<file path="src/rtl/servo_pkg.sv">
// Shared defaults and helpers for the multi-channel servo PWM generator.
package servo_pkg;

  localparam int PERIOD_DEF = 1500;
  localparam int OFFSET_DEF = 75;
  localparam int W_W_DEF    = 8;

  // Adds a and b, clamping the sum to limit so a pulse never exceeds the frame.
  function automatic int sat_add(input int a, input int b, input int limit);
    int sum;
    sum = a + b;
    return (sum > limit) ? limit : sum;
  endfunction

endpackage

</file>
<file path="src/rtl/servo_pwm_chan.sv">
// One servo channel: pending/active command registers, frame-latched enable,
// pulse comparator and registered output.
// Optional slew limiting of the active command is enabled by SERVO_SLEW_EN.
module servo_pwm_chan
  import servo_pkg::*;
#(
  parameter int CNT_W  = 13,
  parameter int PERIOD = PERIOD_DEF,
  parameter int W_W    = W_W_DEF,
  parameter int OFFSET = OFFSET_DEF
`ifdef SERVO_SLEW_EN
  ,
  parameter int SLEW_STEP = 4
`endif
) (
  input  logic             clkin,
  input  logic             rstn,
  input  logic             frame_wrap,
  input  logic             wr_sel,
  input  logic [W_W-1:0]   wr_data,
  input  logic             ch_en,
  input  logic [CNT_W-1:0] counter,
  output logic             pwmout
);

  localparam int HI_W = CNT_W + 1;

  logic [W_W-1:0] pending;
  logic [W_W-1:0] active;
  logic [W_W-1:0] target;
  logic [W_W-1:0] active_next;
  logic           en_lat;
  logic [HI_W-1:0] hi;

  // A write landing in the wrap cycle must reach active, so forward it here.
  always_comb begin
    target = wr_sel ? wr_data : pending;
  end

`ifdef SERVO_SLEW_EN
  // Step active toward the target by at most SLEW_STEP, snapping when close.
  always_comb begin
    active_next = target;
    if (target > active) begin
      if (int'(target - active) > SLEW_STEP) begin
        active_next = active + W_W'(SLEW_STEP);
      end
    end else if (int'(active - target) > SLEW_STEP) begin
      active_next = active - W_W'(SLEW_STEP);
    end
  end
`else
  // Without slew limiting the new frame takes the target directly.
  always_comb begin
    active_next = target;
  end
`endif

  // Pulse length in cycles, never longer than the frame itself.
  always_comb begin
    hi = HI_W'(sat_add(OFFSET, int'(active), PERIOD));
  end

  // Hold the most recent command until the next frame boundary.
  always_ff @(posedge clkin or posedge rstn) begin
    if (rstn) begin
      pending <= '0;
    end else if (wr_sel) begin
      pending <= wr_data;
    end
  end

  // Command and enable only change at the wrap so pulses are never cut short.
  always_ff @(posedge clkin or posedge rstn) begin
    if (rstn) begin
      active <= '0;
      en_lat <= 1'b0;
    end else if (frame_wrap) begin
      active <= active_next;
      en_lat <= ch_en;
    end
  end

  // Registered output keeps the pin free of comparator glitches.
  always_ff @(posedge clkin or posedge rstn) begin
    if (rstn) begin
      pwmout <= 1'b0;
    end else begin
      pwmout <= en_lat && ({1'b0, counter} < hi);
    end
  end

endmodule

</file>
<file path="src/rtl/servo_pwm_multi.sv">
// Multi-channel servo PWM generator: one shared frame counter drives CH_NUM
// channels whose commands are written through a simple strobe/ack port.
// Define SERVO_SLEW_EN to limit how fast each channel's command may move.
module servo_pwm_multi
  import servo_pkg::*;
#(
  parameter int CH_NUM    = 4,
  parameter int CNT_W     = 13,
  parameter int PERIOD    = PERIOD_DEF,
  parameter int W_W       = W_W_DEF,
  parameter int OFFSET    = OFFSET_DEF,
  parameter int SLEW_STEP = 4,
  localparam int CH_W     = (CH_NUM > 1) ? $clog2(CH_NUM) : 1
) (
  input  logic              clkin,
  input  logic              rstn,
  input  logic              wr_en,
  input  logic [CH_W-1:0]   wr_ch,
  input  logic [W_W-1:0]    wr_data,
  output logic              wr_ack,
  input  logic [CH_NUM-1:0] ch_en,
  output logic              frame_tick,
  output logic [CH_NUM-1:0] pwmout
);

  logic [CNT_W-1:0] counter;
  logic             frame_wrap;
  logic             wr_valid;

  if (CH_NUM < 1 || CH_NUM > 16 || PERIOD >= (1 << CNT_W) || SLEW_STEP < 1) begin : g_param_check
    $error("servo_pwm_multi: illegal parameter combination");
  end

  assign frame_wrap = (counter == CNT_W'(PERIOD - 1));
  assign wr_valid   = wr_en && (int'({1'b0, wr_ch}) < CH_NUM);

  // Free-running frame counter, 0..PERIOD-1.
  always_ff @(posedge clkin or posedge rstn) begin
    if (rstn) begin
      counter <= '0;
    end else if (frame_wrap) begin
      counter <= '0;
    end else begin
      counter <= counter + CNT_W'(1);
    end
  end

  // Frame tick lines up with counter==0; ack follows an accepted write.
  always_ff @(posedge clkin or posedge rstn) begin
    if (rstn) begin
      frame_tick <= 1'b0;
      wr_ack     <= 1'b0;
    end else begin
      frame_tick <= frame_wrap;
      wr_ack     <= wr_valid;
    end
  end

  for (genvar i = 0; i < CH_NUM; i++) begin : g_ch
    servo_pwm_chan #(
      .CNT_W     (CNT_W),
      .PERIOD    (PERIOD),
      .W_W       (W_W),
      .OFFSET    (OFFSET)
`ifdef SERVO_SLEW_EN
      ,
      .SLEW_STEP (SLEW_STEP)
`endif
    ) u_chan (
      .clkin      (clkin),
      .rstn       (rstn),
      .frame_wrap (frame_wrap),
      .wr_sel     (wr_valid && (int'({1'b0, wr_ch}) == i)),
      .wr_data    (wr_data),
      .ch_en      (ch_en[i]),
      .counter    (counter),
      .pwmout     (pwmout[i])
    );
  end

endmodule

</file>
<file path="config.mk">
export PLATFORM = sky130hd
export DESIGN_NAME = servo_pwm_multi
export DESIGN_NICKNAME = d
export VERILOG_FILES = /design/src/rtl/servo_pkg.sv /design/src/rtl/servo_pwm_chan.sv /design/src/rtl/servo_pwm_multi.sv
export SDC_FILE = /design/constraint.sdc
export NUM_CORES = 1
export LEC_CHECK = 0
export ABC_AREA = 1
export ABC_CLOCK_PERIOD_IN_PS = 2100
export CAP_MARGIN = 20
export CORE_ASPECT_RATIO = 1.75
export CORE_MARGIN = 2
export CORE_UTILIZATION = 30
export CTS_BUF_LIST = sky130_fd_sc_hd__clkbuf_4 sky130_fd_sc_hd__clkbuf_8 sky130_fd_sc_hd__clkbuf_16
export DETAILED_ROUTE_END_ITERATION = 8
export PLACE_DENSITY = 0.43
export SLEW_MARGIN = 5
export SYNTH_ARGS = -nofsm -noshare
export SYNTH_HDL_FRONTEND = slang
export SYNTH_HIERARCHICAL = 1
export SYNTH_SLANG_ARGS = --single-unit
export TNS_END_PERCENT = 1
</file>
<file path="constraint.sdc">
create_clock -name clkin -period 2.1 [get_ports clkin]
set_input_delay 0.21 -clock clkin [delete_from_list [all_inputs] [get_ports clkin]]
set_output_delay 0.21 -clock clkin [all_outputs]
set_load 0.01 [all_outputs]
</file>
==> results.tsv, run 1 <==
metric	value	unit
register bit total from synthesis	87	
# nets final	756	
total routed wirelength	12520	um
register area share after synthesis	43.64	%
Yosys warnings	6	
Top FF cell, synth	dfrtp_1	
Multi-input gate area	2323	um2
WP buf/inv	3	
share of the synthesized area in the top cell type	43.64	%
chip width	101.5	um
Power Dens Cells	634.3	nW/um2
setup bufs post-CTS	0	
H-tree Lvls	3	
Worst-path clk slew	70	ps
Top Layer Used	met4	
Max-slew headroom	57.25	%
Total GRT Usage	15.43	%
I/O Pins	23	
Synth top cells by count	193 x nand2_1, 111 x inv_1, 87 x dfrtp_1	
Clock power frac	45.5	%
worst-margin pin slew	640.6	ps
vias after detailed routing	4092	
Remaining DRCs	0	
unrepaired setup endpoints after global routing	false	
Post-synth ARST share	100.0	%
Final Hold Viols	0	
DP HPWL	9618	um
fraction of layout cells with a size suffix above 1	7.660	%
NetSw	0.0008496	W
Comb power frac	6.3	%
WP data arrival	2150	ps
DIE HEIGHT	174.6	um
register area	2177	um2
final slew viol count	0	
first-pass GRT wire length	20930	um
Starting Density	30.48	%
Worst EP required	2360	ps
n_diodes	0	
Root Driver	clkbuf_16	
CP endpoint kind	flip-flop	
number of global-route vias before repair	4147	
Overflow after GRT	0	
GPL Wtd Cong	0.8252	
initial antenna violation count	0	
Util after Layout	36.05	%
Post-Synthesis Cells	661	
crit-path max FO	3	
drt pass-1 iters	6	
Filler Cell Count	1728	
Final period util	89.88	%
Mean Syn Cell Area	7.547	um2
metal3 WL	320	um
flop2flop setup slack	210	ps
core area	16370	um2
Clock Sinks	87	
worst skew pair latency	340	ps
CTS tree	built	
max-cap violations	0	
largest net degree at the start of global routing	74	
syn_nets	715	
Layout area overhead	18.28	%
die area	17720	um2
Final ANT Viol Nets	0	
leakage dissipation	3.037	nW
mapped cell area	4989	um2
setup TNS	0	ps
post-DR vias/cell	4.405	
Sw Ratio	22.70	%
cell taking the most area after synthesis	dfrtp_1	
clk_skew	10.79	ps
routed length per instance	13.47	um
worst vdd ir	0.4205	mV
number of DRC violations after detailed-routing iteration 0	138	
most instantiated library cell after synthesis	nand2_1	
CP Class	reg -> reg	
Pint	0.002893	W
Critical Path, Cell by Cell	inv_1 > ha_1 > o21ai_2 > nand3_1 > nand2_1 > inv_1 > nor2_1 > ha_1 > nand2_1 > inv_1 > o21ai_0 > nand2_1 > a21oi_1	
Slowest-stage cell, CP	dfrtp_1	
startpoint types	flip-flop	
clock tree buffer depth	2	
wire length on met1	5350	um
synth unique cells	25	
Setup Viol. Count Final	0	
R2R Path Start	g_ch[2].u_chan/active[0]	
main area contributors after synthesis	dfrtp_1 44%, nand2_1 15%, ha_1 9.3%	
Register-to-Register Path Depth	13	
fmax	529.8	MHz
Hold Crit Class	in -> async	
post-route minimum period	1888	ps
r2r endpoint	g_ch[2].u_chan/pwmout	
number of synthesized flops with an enable pin	0	
crit-path leading delay family	adder cells	
port bufs	22	
slowest stage delay, CP	360	ps
CTS Buf Count	9	
met2 WL	6604	um
Reg power frac	48.2	%
Rows	62	
outcome	completed	
[sequential cells by signal (all words and copies together) (netlist names)]
name                 cells
wr_ack                   1
frame_tick               1
counter                 13
g_ch.u_chan/pwmout       4
g_ch.u_chan/active      32
g_ch.u_chan/pending     32
g_ch.u_chan/en_lat       4
[repair_timing]
item | CTS | global route
setup endpoints to repair | 0 | 1
resized for setup | 0 | 0
hold buffers | 0 | 0
hold endpoints to repair | 0 | 0
[stage by stage]
| step | cells | setup slack [ps] | hold slack, ps | instance area (um2) | total power [W] |
|---|---|---|---|---|---|
| after floorplan | 661 | 348.7 | 111.5 | 4989 | 0.001967 |
| after global placement | 915 | 238.1 | 504.1 | 5592 | 0.002067 |
| after detailed placement | 915 | 198.1 | 509.6 | 5592 | 0.002078 |
| after CTS | 929 | 179.9 | 383.7 | 5901 | 0.003810 |
| after global routing | 929 | 12.72 | 430.7 | 5901 | 0.003904 |
| final | 929 | 212.5 | 377.2 | 5901 | 0.003743 |
[placed cells by master, fill, tap and decap left out, types with 8 or more instances in the layout]
cell type / count
a21oi_1: 8
buf_4: 19
clkbuf_16: 9
clkdlybuf4s50_1: 22
dfrtp_1: 87
ha_1: 37
inv_1: 111
nand2_1: 193
nand3_1: 28
nor2_1: 58
o21ai_0: 64
o21ai_1: 12
xor2_1: 15
[area by class of cell]
| class | instances | area share [%] |
|---|---|---|
| Sequential cell | 87 | 36.90 |
| Inverter | 114 | 7.252 |
| Clock inverter | 5 | 1.421 |
| Multi-Input combinational cell | 448 | 39.38 |
| Tap cell | 224 | 4.750 |
| Timing Repair Buffer | 42 | 6.489 |
| Clock buffer | 9 | 3.817 |
[worst min-delay path, stage by stage]
cell and delay, ps:
clkdlybuf4s50_1 520, inv_1 90, buf_4 250
[how the worst max path moves through the flow]
stage | from | endpoint | slack, ps | depth (start not counted)
after floorplan | counter[1] | g_ch[0].u_chan/active[2] | 350 | 7
after global placement | g_ch[0].u_chan/active[0] | g_ch[0].u_chan/pwmout | 240 | 12
after detailed placement | g_ch[2].u_chan/active[0] | g_ch[2].u_chan/pwmout | 200 | 13
after CTS | g_ch[2].u_chan/active[0] | g_ch[2].u_chan/pwmout | 180 | 13
after global routing | g_ch[1].u_chan/active[0] | g_ch[1].u_chan/pwmout | 10 | 13
final | g_ch[2].u_chan/active[0] | g_ch[2].u_chan/pwmout | 210 | 13
[power by group through the flow]
stage          Clock (W)  Combinational [W]  Sequential (W)
5_1_grt          0.00182           0.000275         0.00181
3_3_place_gp           0           0.000233         0.00183
6_report         0.00170           0.000235         0.00180
2_1_floorplan          0           0.000137         0.00183
3_5_place_dp           0           0.000241         0.00184
4_1_cts          0.00176           0.000243         0.00180
[layer usage]
metal | global-route usage [%] | vias to the layer above
met2 | 27.98 | 64
li1 | - | 2141
met5 | 0 | -
met3 | 1.880 | 14
met1 | 18.51 | 1873
met4 | 5.011 | 0
[cell families (layout without fill, tap and decap cells)]
group	count (synthesis)	count (layout)	share of synthesized area, %
xor gates and xnor gates	16	16	2.809
adders and majority gates	37	37	9.280
and+or+nand+nor	302	302	24.60
AOI/OAI and AO/OA	93	93	9.782
DFF	87	87	43.64
buffers and inverters	126	170	9.882
Note: power is estimated with default switching activity, not from simulation.
==> run 2, diff against run 1 <==
SLEW_MARGIN = 20   (was 5)
==> results of run 2 <==
The final DEF is identical to that of run 1; final timing and power are the same.
